--- config.mk ---
export PLATFORM = sky130hd
export DESIGN_NAME = operand_loader
export DESIGN_NICKNAME = d
export VERILOG_FILES = /design/src/rtl/operand_loader_pkg.sv /design/src/rtl/operand_loader_btn_debounce.sv /design/src/rtl/operand_loader.sv
export SDC_FILE = /design/constraint.sdc
export NUM_CORES = 1
export LEC_CHECK = 0
export ABC_CLOCK_PERIOD_IN_PS = 1400
export BUFFER_PORTS_ARGS = -buffer_cell sky130_fd_sc_hd__buf_2
export CAP_MARGIN = 25
export CELL_PAD_IN_SITES_DETAIL_PLACEMENT = 0
export CELL_PAD_IN_SITES_GLOBAL_PLACEMENT = 2
export CORE_ASPECT_RATIO = 1.75
export CORE_MARGIN = 2
export CORE_UTILIZATION = 30
export DETAILED_ROUTE_END_ITERATION = 6
export PLACE_DENSITY = 0.82
export SLEW_MARGIN = 20
export SYNTH_ARGS = -nofsm -noshare
export SYNTH_HDL_FRONTEND = slang
export SYNTH_SLANG_ARGS = --single-unit
--- constraint.sdc ---
create_clock -name clk -period 1.4 [get_ports clk]
set_clock_uncertainty 0.05 [all_clocks]
set_input_delay 0 -clock clk [delete_from_list [all_inputs] [get_ports clk]]
set_output_delay 0 -clock clk [all_outputs]
set_load 0.01 [all_outputs]
--- src/rtl/operand_loader_pkg.sv ---
// Shared types and constants for the operand loader and the downstream ALU:
// FSM state encoding, 2-bit ALU operation code and the one-hot LED base pattern.
package operand_loader_pkg;

    typedef enum logic [1:0] {
        LOAD_A = 2'd0,
        LOAD_B = 2'd1,
        RUN    = 2'd2
    } state_t;

    typedef logic [1:0] alu_op_t;

    localparam alu_op_t OP_ADD = 2'd0;
    localparam alu_op_t OP_SUB = 2'd1;
    localparam alu_op_t OP_AND = 2'd2;
    localparam alu_op_t OP_OR  = 2'd3;

    localparam logic [3:0] LED_ONEHOT = 4'b0001;

    function automatic logic [3:0] op_led(input alu_op_t op);
        return LED_ONEHOT << op;
    endfunction

endpackage

--- src/rtl/operand_loader_btn_debounce.sv ---
// Active-low pushbutton conditioner: 2-flop synchronizer, optional debouncer
// (enabled by OPLOAD_DEBOUNCE_EN) and a one-cycle press pulse on release-to-press.
module btn_debounce #(
    parameter int DB_CYCLES = 16
) (
    input  logic clk,
    input  logic nrst,
    input  logic nbtn,
    output logic press
);

    logic [1:0] sync;
    logic       level;
    logic       level_d;

    // NOTE: sequential state uses non-blocking assignments so every flop samples pre-edge values.
    always_ff @(posedge clk) begin
        if (!nrst) begin
            sync <= 2'b11;
        end else begin
            sync <= {sync[0], nbtn};
        end
    end

`ifdef OPLOAD_DEBOUNCE_EN
    localparam int CW = (DB_CYCLES > 1) ? $clog2(DB_CYCLES) : 1;
    localparam logic [CW-1:0] LAST = CW'(DB_CYCLES - 1);

    logic          deb;
    logic [CW-1:0] cnt;

    // The debounced level flips only once the synchronized level has disagreed
    // with it for DB_CYCLES consecutive samples; any agreement restarts the count.
    always_ff @(posedge clk) begin
        if (!nrst) begin
            deb <= 1'b1;
            cnt <= '0;
        end else if (sync[1] != deb) begin
            if (cnt == LAST) begin
                deb <= sync[1];
                cnt <= '0;
            end else begin
                cnt <= cnt + 1'b1;
            end
        end else begin
            cnt <= '0;
        end
    end

    assign level = deb;
`else
    logic unused_db_cycles;
    assign unused_db_cycles = (DB_CYCLES > 0);
    assign level = sync[1];
`endif

    always_ff @(posedge clk) begin
        if (!nrst) begin
            level_d <= 1'b1;
        end else begin
            level_d <= level;
        end
    end

    assign press = level_d & ~level;

endmodule

--- src/rtl/operand_loader.sv ---
// Operand entry front end: two conditioned buttons drive a LOAD_A/LOAD_B/RUN FSM that
// latches vA, vB from the switches and cycles the ALU op code. Macro: OPLOAD_DEBOUNCE_EN.
module operand_loader
    import operand_loader_pkg::*;
#(
    parameter int Bits      = 5,
    parameter int DB_CYCLES = 16
) (
    input  logic            clk,
    input  logic            nrst,
    input  logic            nbtn_next,
    input  logic            nbtn_op,
    input  logic [Bits-1:0] sw,
    output logic [Bits-1:0] vA,
    output logic [Bits-1:0] vB,
    output logic [1:0]      control,
    output logic [3:0]      operation,
    output logic [1:0]      state,
    output logic            valid
);

    logic    next_press;
    logic    op_press;
    state_t  state_q;
    alu_op_t op_inc;

    btn_debounce #(.DB_CYCLES(DB_CYCLES)) u_db_next (
        .clk   (clk),
        .nrst  (nrst),
        .nbtn  (nbtn_next),
        .press (next_press)
    );

    btn_debounce #(.DB_CYCLES(DB_CYCLES)) u_db_op (
        .clk   (clk),
        .nrst  (nrst),
        .nbtn  (nbtn_op),
        .press (op_press)
    );

    assign op_inc = control + 2'd1;

    always_ff @(posedge clk) begin
        if (!nrst) begin
            state_q   <= LOAD_A;
            vA        <= '0;
            vB        <= '0;
            control   <= OP_ADD;
            operation <= LED_ONEHOT;
        end else begin
            // NOTE: the default arm recovers the unused encoding and leaves nothing unassigned.
            case (state_q)
                LOAD_A: if (next_press) begin
                    vA      <= sw;
                    state_q <= LOAD_B;
                end
                LOAD_B: if (next_press) begin
                    vB      <= sw;
                    state_q <= RUN;
                end
                RUN: if (next_press) begin
                    state_q <= LOAD_A;
                end
                default: state_q <= LOAD_A;
            endcase

            // Op presses are independent of the entry state and may coincide with a next press.
            if (op_press) begin
                control   <= op_inc;
                operation <= op_led(op_inc);
            end
        end
    end

    assign state = state_q;
    assign valid = (state_q == RUN);

endmodule

==> impl_metrics.toml, run 1 <==
[outcome]
status = "completed"

[power_and_ir_drop]
power_density_nw_per_um2 = 1040
vdd_drop_max_mv = 0.574
power_leakage_uw = 0.000531

[die]
dieArea_um2 = 3620
ios = 28
die_w_um = 46.3
core_um2 = 2960
std_cell_rows = 26
die_height_um = 78.1
start_util = 0.318

[yosys]
ys_ff_latch = 24
ys_warn_count = 0
synth_nets = 101
yosysTopAreaCell = "dfxtp_1"
yosysTopAreaCellShare = 0.511
syn_area_um2 = 941
ys_types = 21
netlist_instances = 88
netlist_top_cells_area = "dfxtp_1, ha_1, mux2i_1"
yosysSeqAreaShare = 0.511
avgSynthCellArea_um2 = 10.7

[setup_path]
critPathKind = "reg2reg"
worstPathMaxFanout = 10
crit_required_ps = 1510
cpPeakStageDelay_ps = 650
path_cells = "or4b_4 -> nand3_2 -> o21ai_2"
start_kind = "register"
critPathBufInv = 0
r2r_slack_ps = 90
cp.arrival_ps = 1420
slowest_stage = "or4b_4"
crit_family = "simple AND/OR/NAND/NOR gates"
worst_setup_path_end_kind = "register"

[run]
drv_cap = 0

[sta]
tightest_slew_ps = 327
setup_violations = 0
finalCritPeriodShare = 0.938
maxSlewHeadroom = 0.782
rsz0062_at_grt = "false"
hold_viol = 0
fmax_ghz = 0.762
finalSetupTns_ps = 0
slew_violations = 0
fin_crit_ps = 1310

[routing]
dr.pass1.iters = 4
drtIter0Drc = 11
drc_errors = 0
postRouteAntennaNets = 0
route.detailed.wl_per_inst_um = 10.1
wirelength_um = 1670
via_count = 693
vias_per_cell = 4.20

[grt]
use_met2 = 0.154
grt_pass1_vias = 608
grt_overflow_total = 0
grtUsageTotal = 0.100
met1_usage = 0.122
antenna_found_initial = 0
grt_max_degree = 19
top_usage_layer = "met2"
grt_pass1_wl_um = 2680
use_met3 = 0.0207

[min_path]
hp-class = "in2reg"

[layout]
area_delta_synth_final_pct = 32.2
fin_util = 0.420
final_common_cell = "buf_2"
layout-drive-gt1-share = 0.374
nNetsFinal = 137
diodes = 0
final_cell_mix = "buf_2, dfxtp_1, nand2b_1, dlygate4sd3_1"

[clocking]
cts_tree = "done"
htree_num_levels = 1
cts.clk_slew.worst_paths_ps = 80
cts_buffers = 3
worstSkewPairLatency_ps = 260
clock_path_buffers = 2
root_buffer = "clkbuf_8"
numClockSinks = 24
cts_resized = 0

[place]
port_buffers = 27
place_hpwl_um = 1250
place_congestion = 0.718
-- path summary, 6_finish.rpt --
path	from	to	depth (start not counted)
min reg2reg	u_db_op.sync[0]	u_db_op.sync[1]	1
max reg2reg	u_db_next.sync[1]	vA[0]	3
min	nrst	u_db_next.sync[0]	2
max	u_db_next.sync[1]	vA[0]	3
-- cells by family (layout without fill, tap and decap cells) --
kind of cell               Yosys count  in the layout  synth area share
AOI/OAI and AO/OA                   11             11            0.0811
xor gates and xnor gates             2              2            0.0186
adders and majority gates            4              4            0.0532
buffers and inverters                8             43            0.0426
DFF                                 24             24             0.511
muxes                                5              5            0.0532
and+or+nand+nor                     34             34             0.241
-- area by class of cell --
class,instances,area [µm²]
Sequential cell,24,480
Fill cell,305,1720
Tap cell,42,52.6
Inverter,2,7.51
Timing Repair Buffer,37,228
Clock buffer,4,55.1
Multi-Input combinational cell,56,420
-- routing by layer --
| layer | vias up | wire (µm) |
|---|---|---|
| li1 | 359 | - |
| met1 | 309 | 735 |
| met2 | 21 | 829 |
| met3 | 4 | 70 |
| met4 | 0 | 29 |
| met5 | - | 0 |
-- power breakdown --
group / internal [µW] / leakage (µW) / switching (µW) / total, µW
Combinational: 61.0 / 0.000307 / 55.9 / 117
Clock: 251 / 0.0000288 / 205 / 456
Sequential: 703 / 0.000195 / 13.0 / 716
-- sequential cells by signal, summed over array words and instances, names as in the netlist --
signal             cells
operation              4
state                  2
vB                     5
u_db_next.level_d      1
u_db_op.level_d        1
control                2
u_db_next.sync         2
u_db_op.sync           2
vA                     5
-- metrics by stage --
step,hold slack [ps],cell area [µm²],setup slack [ps],total power [µW],instances
2_1_floorplan,51.5,941,70.3,801,88
3_3_place_gp,133,1120,93.0,834,154
3_5_place_dp,137,1120,64.7,837,154
4_1_cts,31.6,1240,42.1,1310,165
5_1_grt,43.7,1240,36.0,1350,165
6_report,29.7,1240,87.2,1290,165
-- synth_stat cells --
library cell,number
mux2i_1,5
dfxtp_1,24
xnor2_1,2
a21boi_0,1
buf_2,2
or4b_4,1
inv_1,2
nand3_1,5
nand4bb_1,1
ha_1,4
o21ai_2,5
nor2b_1,6
and2b_2,1
buf_6,1
nand2_1,6
and2_1,1
nand3_2,5
nor3b_1,1
nand2b_1,7
clkbuf_1,3
o21ai_0,5
-- what timing repair did --
action	CTS	global route
setup endpoints to repair	0	1
buffers inserted	0	0
endpoints found under the hold margin	12	0
hold buffers	7	0
Note: power is estimated with default switching activity, not from simulation.
==> inputs of run 2 (changes only) <==
--- a/config.mk
+++ b/config.mk
@@ -5,6 +5,7 @@
 export SDC_FILE = /design/constraint.sdc
 export NUM_CORES = 1
 export LEC_CHECK = 0
+export ABC_AREA = 1
 export ABC_CLOCK_PERIOD_IN_PS = 1400
 export BUFFER_PORTS_ARGS = -buffer_cell sky130_fd_sc_hd__buf_2
 export CAP_MARGIN = 25
@@ -12,9 +13,9 @@
 export CELL_PAD_IN_SITES_GLOBAL_PLACEMENT = 2
 export CORE_ASPECT_RATIO = 1.75
 export CORE_MARGIN = 2
-export CORE_UTILIZATION = 30
+export CORE_UTILIZATION = 27
 export DETAILED_ROUTE_END_ITERATION = 6
-export PLACE_DENSITY = 0.82
+export PLACE_DENSITY = 0.81
 export SLEW_MARGIN = 20
 export SYNTH_ARGS = -nofsm -noshare
 export SYNTH_HDL_FRONTEND = slang
==> impl_metrics.toml, run 2 <==
[setup_path]
rr_endpoint = "control[1]"
slowest_stage = "dfxtp_1"
cp.arrival_ps = 1260
crit_required_ps = 1490
worstPathMaxFanout = 4
start_kind = "register"
cpPeakStageDelay_ps = 390
path_cells = "inv_1 -> ha_1 -> o21ai_0 -> a21oi_1"
cp_num_cells = 4
r2r_slack_ps = 230
r2r_start = "control[0]"
reg2regPathDepth = 4
critPathBufInv = 1
crit_family = "flip-flops"
worst_setup_path_end_kind = "register"
critPathKind = "reg2reg"

[place]
place_hpwl_um = 1530
place_congestion = 0.707
port_buffers = 27
dpl-instance-area_um2 = 1140

[routing]
drtIter0Drc = 10
wirelength_um = 1930
vias_per_cell = 4.04
drc_errors = 0
dr.pass1.iters = 2
route.detailed.wl_per_inst_um = 9.69
postRouteAntennaNets = 0
via_count = 803

[clocking]
cts.clk_slew.worst_paths_ps = 80
clock_path_buffers = 2
numClockSinks = 24
cts_tree = "done"
htree_num_levels = 1
cts_resized = 0
root_buffer = "clkbuf_8"
cts_buffers = 3
worstSkewPairLatency_ps = 250

[power_and_ir_drop]
p_int_uw = 959
vdd_drop_max_mv = 0.542
pwr-share-seq = 0.580
power_density_nw_per_um2 = 1030
pwr-share-comb = 0.110
clkPwrFrac = 0.310
power_leakage_uw = 0.000602
switchingPower_uw = 290
swShare = 0.232

[yosys]
synth_ff_type = "dfxtp_1"
avgSynthCellArea_um2 = 7.77
postSynth.asyncResetShare = 0
synth_nets = 136
yosysTopAreaCell = "dfxtp_1"
netlist_top_cells_count = "nor2_1, dfxtp_1, nand2_1"
ys_ff_latch = 24
yosysTopAreaCellShare = 0.503
yosysSeqAreaShare = 0.503
netlist_instances = 123
syn_area_um2 = 956
ys_warn_count = 0
netlist_top_cells_area = "dfxtp_1, nor2_1, nand2_1"
synth-edff-count = 0
ys_types = 13
synth_most_common_cell = "nor2_1"

[die]
std_cell_rows = 28
die_w_um = 49.0
start_util = 0.281
ios = 28
die_height_um = 82.7
dieArea_um2 = 4050
core_um2 = 3400

[min_path]
hp-class = "in2reg"
min_path_cells = 5
min-delay-start = "sw[0]"
min_to = "vB[0]"

[layout]
final_cell_mix = "nor2_1, buf_2, dfxtp_1"
fin_area_um2 = 1210
layout-drive-gt1-share = 0.260
reg_top3 = "vA: 5 flops, vB: 5 flops, operation: 4 flops"
fin_util = 0.356
diodes = 0
area_delta_synth_final_pct = 26.4
nNetsFinal = 169

[grt]
antenna_found_initial = 0
grt_pass1_vias = 774
grt_max_degree = 19
use_met3 = 0.0234
top_usage_layer = "met2"
grt_pass1_wl_um = 3270
use_met2 = 0.219
grt_overflow_total = 0
met1_usage = 0.0967
grtUsageTotal = 0.107

[sta]
fin_crit_ps = 1170
finalSetupTns_ps = 0
rsz0062_at_grt = "false"
slew_violations = 0
finalCritPeriodShare = 0.835
fmax_ghz = 0.856
hold_viol = 0
maxSlewHeadroom = 0.728
tightest_slew_ps = 407
setup_violations = 0

[run]
drv_cap = 0

[outcome]
status = "completed"
## run 2: cell types whose count changed in the layout (fill, tap and decap cells not counted), moves of 5 or more
| cell | before | now |
|---|---|---|
| nor2_1 | 0 | 27 |
| nand2_1 | 6 | 22 |
| inv_1 | 2 | 14 |
| nand2b_1 | 7 | 0 |
| nand3_1 | 5 | 11 |
| nor2b_1 | 6 | 0 |
| mux2i_1 | 5 | 0 |
| nand3_2 | 5 | 0 |
| o21ai_2 | 5 | 0 |
## run 2: layout make-up
type / count / area [µm²]
Clock buffer: 3 / 41.3
Sequential cell: 24 / 480
Fill cell: 371 / 2190
Tap cell: 45 / 56.3
Multi-Input combinational cell: 82 / 405
Timing Repair Buffer: 31 / 173
Inverter: 14 / 52.6
## run 2: worst register-to-register path: stages, from the launching register on
cell and delay [ps]:
dfxtp_1 390, inv_1 110, ha_1 290, o21ai_0 150
a21oi_1 50
## run 2: routing by layer
layer,share of wire,up-vias
met5,0,-
met4,0.0093,0
met3,0.038,2
met2,0.57,17
met1,0.38,345
li1,-,439
## run 2: kinds of logic (layout without fill, tap and decap cells)
kind of cell	count (synthesis)	count (layout)	synth area share
AND/OR/NAND/NOR	69	69	0.325
flip-flops	24	24	0.503
buffers and inverters	17	48	0.0733
AO/OA/AOI/OAI	9	9	0.0471
adder cells (fa/ha/maj)	4	4	0.0524
## run 2: metrics by stage
step	power, µW	instances	hold WS, ps	worst slack, ps
global route	1340	199	38.1	89.8
detailed placement	876	193	141	243
finish	1250	199	20.7	232
global placement	874	193	136	288
CTS	1280	199	19.1	227
floorplan	827	123	56.6	260
## run 2: worst max-delay path by stage
stage / from / end / slack (ps)
after floorplan: control[0] / control[1] / 260
after global placement: control[0] / control[1] / 290
final: control[0] / control[1] / 230
after detailed placement: control[0] / control[1] / 240
after global routing: control[0] / control[1] / 90
after CTS: control[0] / control[1] / 230
## run 2: what timing repair did
item,CTS,global route
setup endpoints to repair,0,0
hold buffers,3,0
buffers inserted,0,0
endpoints found under the hold margin,3,0
## run 2: power by group through the flow
stage | clock, µW | combinational, µW | sequential, µW
3_5_place_dp | 0 | 134 | 742
6_report | 387 | 137 | 725
5_1_grt | 450 | 158 | 729
3_3_place_gp | 0 | 133 | 740
4_1_cts | 413 | 141 | 726
2_1_floorplan | 0 | 77.9 | 749
==> inputs of run 3 (changes only) <==
--- a/config.mk
+++ b/config.mk
@@ -6,16 +6,16 @@
 export NUM_CORES = 1
 export LEC_CHECK = 0
 export ABC_AREA = 1
-export ABC_CLOCK_PERIOD_IN_PS = 1400
+export ABC_CLOCK_PERIOD_IN_PS = 1000
 export BUFFER_PORTS_ARGS = -buffer_cell sky130_fd_sc_hd__buf_2
 export CAP_MARGIN = 25
 export CELL_PAD_IN_SITES_DETAIL_PLACEMENT = 0
 export CELL_PAD_IN_SITES_GLOBAL_PLACEMENT = 2
 export CORE_ASPECT_RATIO = 1.75
 export CORE_MARGIN = 2
-export CORE_UTILIZATION = 27
+export CORE_UTILIZATION = 24
 export DETAILED_ROUTE_END_ITERATION = 6
-export PLACE_DENSITY = 0.81
+export PLACE_DENSITY = 0.77
 export SLEW_MARGIN = 20
 export SYNTH_ARGS = -nofsm -noshare
 export SYNTH_HDL_FRONTEND = slang
==> constraint.sdc (replaced) <==
create_clock -name clk -period 1 [get_ports clk]
set_clock_uncertainty 0.05 [all_clocks]
set_input_delay 0 -clock clk [delete_from_list [all_inputs] [get_ports clk]]
set_output_delay 0 -clock clk [all_outputs]
set_load 0.01 [all_outputs]
==> impl_metrics.toml, run 3 (synthesis results as in run 2) <==
[sta]
slew_violations = 0
fin_crit_ps = 1010
setup_ws_ps = -14.2
setup_violations = 4
whs_ps = -3.88
rsz0062_at_grt = "true"
finalCritPeriodShare = 1.01
maxSlewHeadroom = 0.849
hold_viol = 2
fmax_ghz = 0.986
tightest_slew_ps = 226

[setup_path]
r2r_slack_ps = -10
cpPeakStageDelay_ps = 350
critPathKind = "reg2reg"
rr_endpoint = "vB[2]"
crit_family = "flip-flops"
start_kind = "register"
startpoint = "u_db_next.level_d"
cp.arrival_ps = 1130
path_cells = "inv_2 -> nor2_4 -> clkbuf_16 -> nand3_2 -> nand2_1 -> nor2_1"
cp-endpoint = "vB[2]"
cp_num_cells = 6
r2r_start = "u_db_next.level_d"
reg2regPathDepth = 6
crit_required_ps = 1110
worstPathMaxFanout = 6
worst_setup_path_end_kind = "register"
critPathBufInv = 2
slowest_stage = "dfxtp_2"

[die]
std_cell_rows = 30
start_util = 0.247
die_w_um = 51.7
core_um2 = 3870
ios = 28
dieArea_um2 = 4520
die_height_um = 87.5

[routing]
wirelength_um = 2150
via_count = 871
postRouteAntennaNets = 0
dr.pass1.iters = 2
vias_per_cell = 4.19
drtIter0Drc = 5
route.detailed.wl_per_inst_um = 10.3
drc_errors = 0

[layout]
diodes = 0
layout-drive-gt1-share = 0.419
final_cell_mix = "nor2_1, buf_2, nand2_1"
fin_area_um2 = 1370
nNetsFinal = 174
fill_cells = 428
stdcell_count = 208
final_common_cell = "nor2_1"
area_delta_synth_final_pct = 43.5
reg_top3 = "vA: 5 flops, vB: 5 flops, operation: 4 flops"

[place]
dpl-instance-area_um2 = 1190
place_hpwl_um = 1580
port_buffers = 27
dp.cells = 200
place_congestion = 0.706
dp_slack_ps = -26.1

[clocking]
cts_buffers = 3
cts_tree = "done"
htree_num_levels = 1
numClockSinks = 24
cts.clk_slew.worst_paths_ps = 80
clock_path_buffers = 2
root_buffer = "clkbuf_8"
worstSkewPairLatency_ps = 260

[grt]
grt_overflow_total = 0
grt_max_degree = 19
grt_pass1_wl_um = 3280
grt_pass1_vias = 789
grtUsageTotal = 0.0976
antenna_found_initial = 0

[power_and_ir_drop]
finalPower_uw = 1840
vdd_drop_max_mv = 0.718
power_density_nw_per_um2 = 1340
power_leakage_uw = 0.000648

[outcome]
violations = "hold timing, setup timing"
status = "complete, but fails checks"

[run]
drv_cap = 0

[min_path]
hp-class = "in2reg"
==> run 3: worst register-to-register path, cell delays in order, from the launching register on <==
cell and delay [ps]:
dfxtp_2 350, inv_2 40, nor2_4 160, clkbuf_16 170
nand3_2 50, nand2_1 60, nor2_1 30
==> run 3: how the worst min path moves through the flow <==
stage                         to  cells after the start  slack, ps      start
3_5_place_dp     u_db_op.sync[0]                      2        140    nbtn_op
5_1_grt                 state[0]                      3         20       nrst
3_3_place_gp     u_db_op.sync[0]                      2        140    nbtn_op
6_report                state[1]                      3         -4       nrst
2_1_floorplan  u_db_next.sync[0]                      1         60  nbtn_next
4_1_cts                    vB[3]                      5          2      sw[3]
==> run 3: routing by layer <==
metal  track usage  vias up  part of all wire
met4        0.0502        0            0.0088
met5             0        -                 0
met2         0.184       18              0.56
li1              -      450                 -
met3        0.0258        2             0.042
met1        0.0922      401              0.38
==> run 3: through the flow <==
step | utilization | TNS (ps)
floorplan | - | 0
global placement | 0.307 | -3.82
detailed placement | 0.307 | -96.1
CTS | 0.336 | 0
global route | 0.355 | -631
finish | 0.355 | -47.9
==> run 3: power breakdown <==
part	internal (µW)	switching, µW
combinational	108	131
sequential	991	23.6
clock	284	299
total	1380	454
==> run 3: area by class of cell <==
cell class	count	area, µm²	area share
Clock buffer	4	45.0	0.0328
Sequential cell	24	493	0.359
Multi-Input combinational cell	82	470	0.343
Inverter	14	55.1	0.0401
Tap cell	48	60.1	0.0438
Timing Repair Buffer	36	248	0.181
==> run 3: repair_timing <==
item | in CTS | in global routing
buffers inserted | 1 | 0
setup endpoints to repair | 15 | 16
endpoints found under the hold margin | 2 | 0
hold buffers | 2 | 0
gates resized for setup | 10 | 14
gates cloned | 0 | 1
pin swaps | 3 | 5
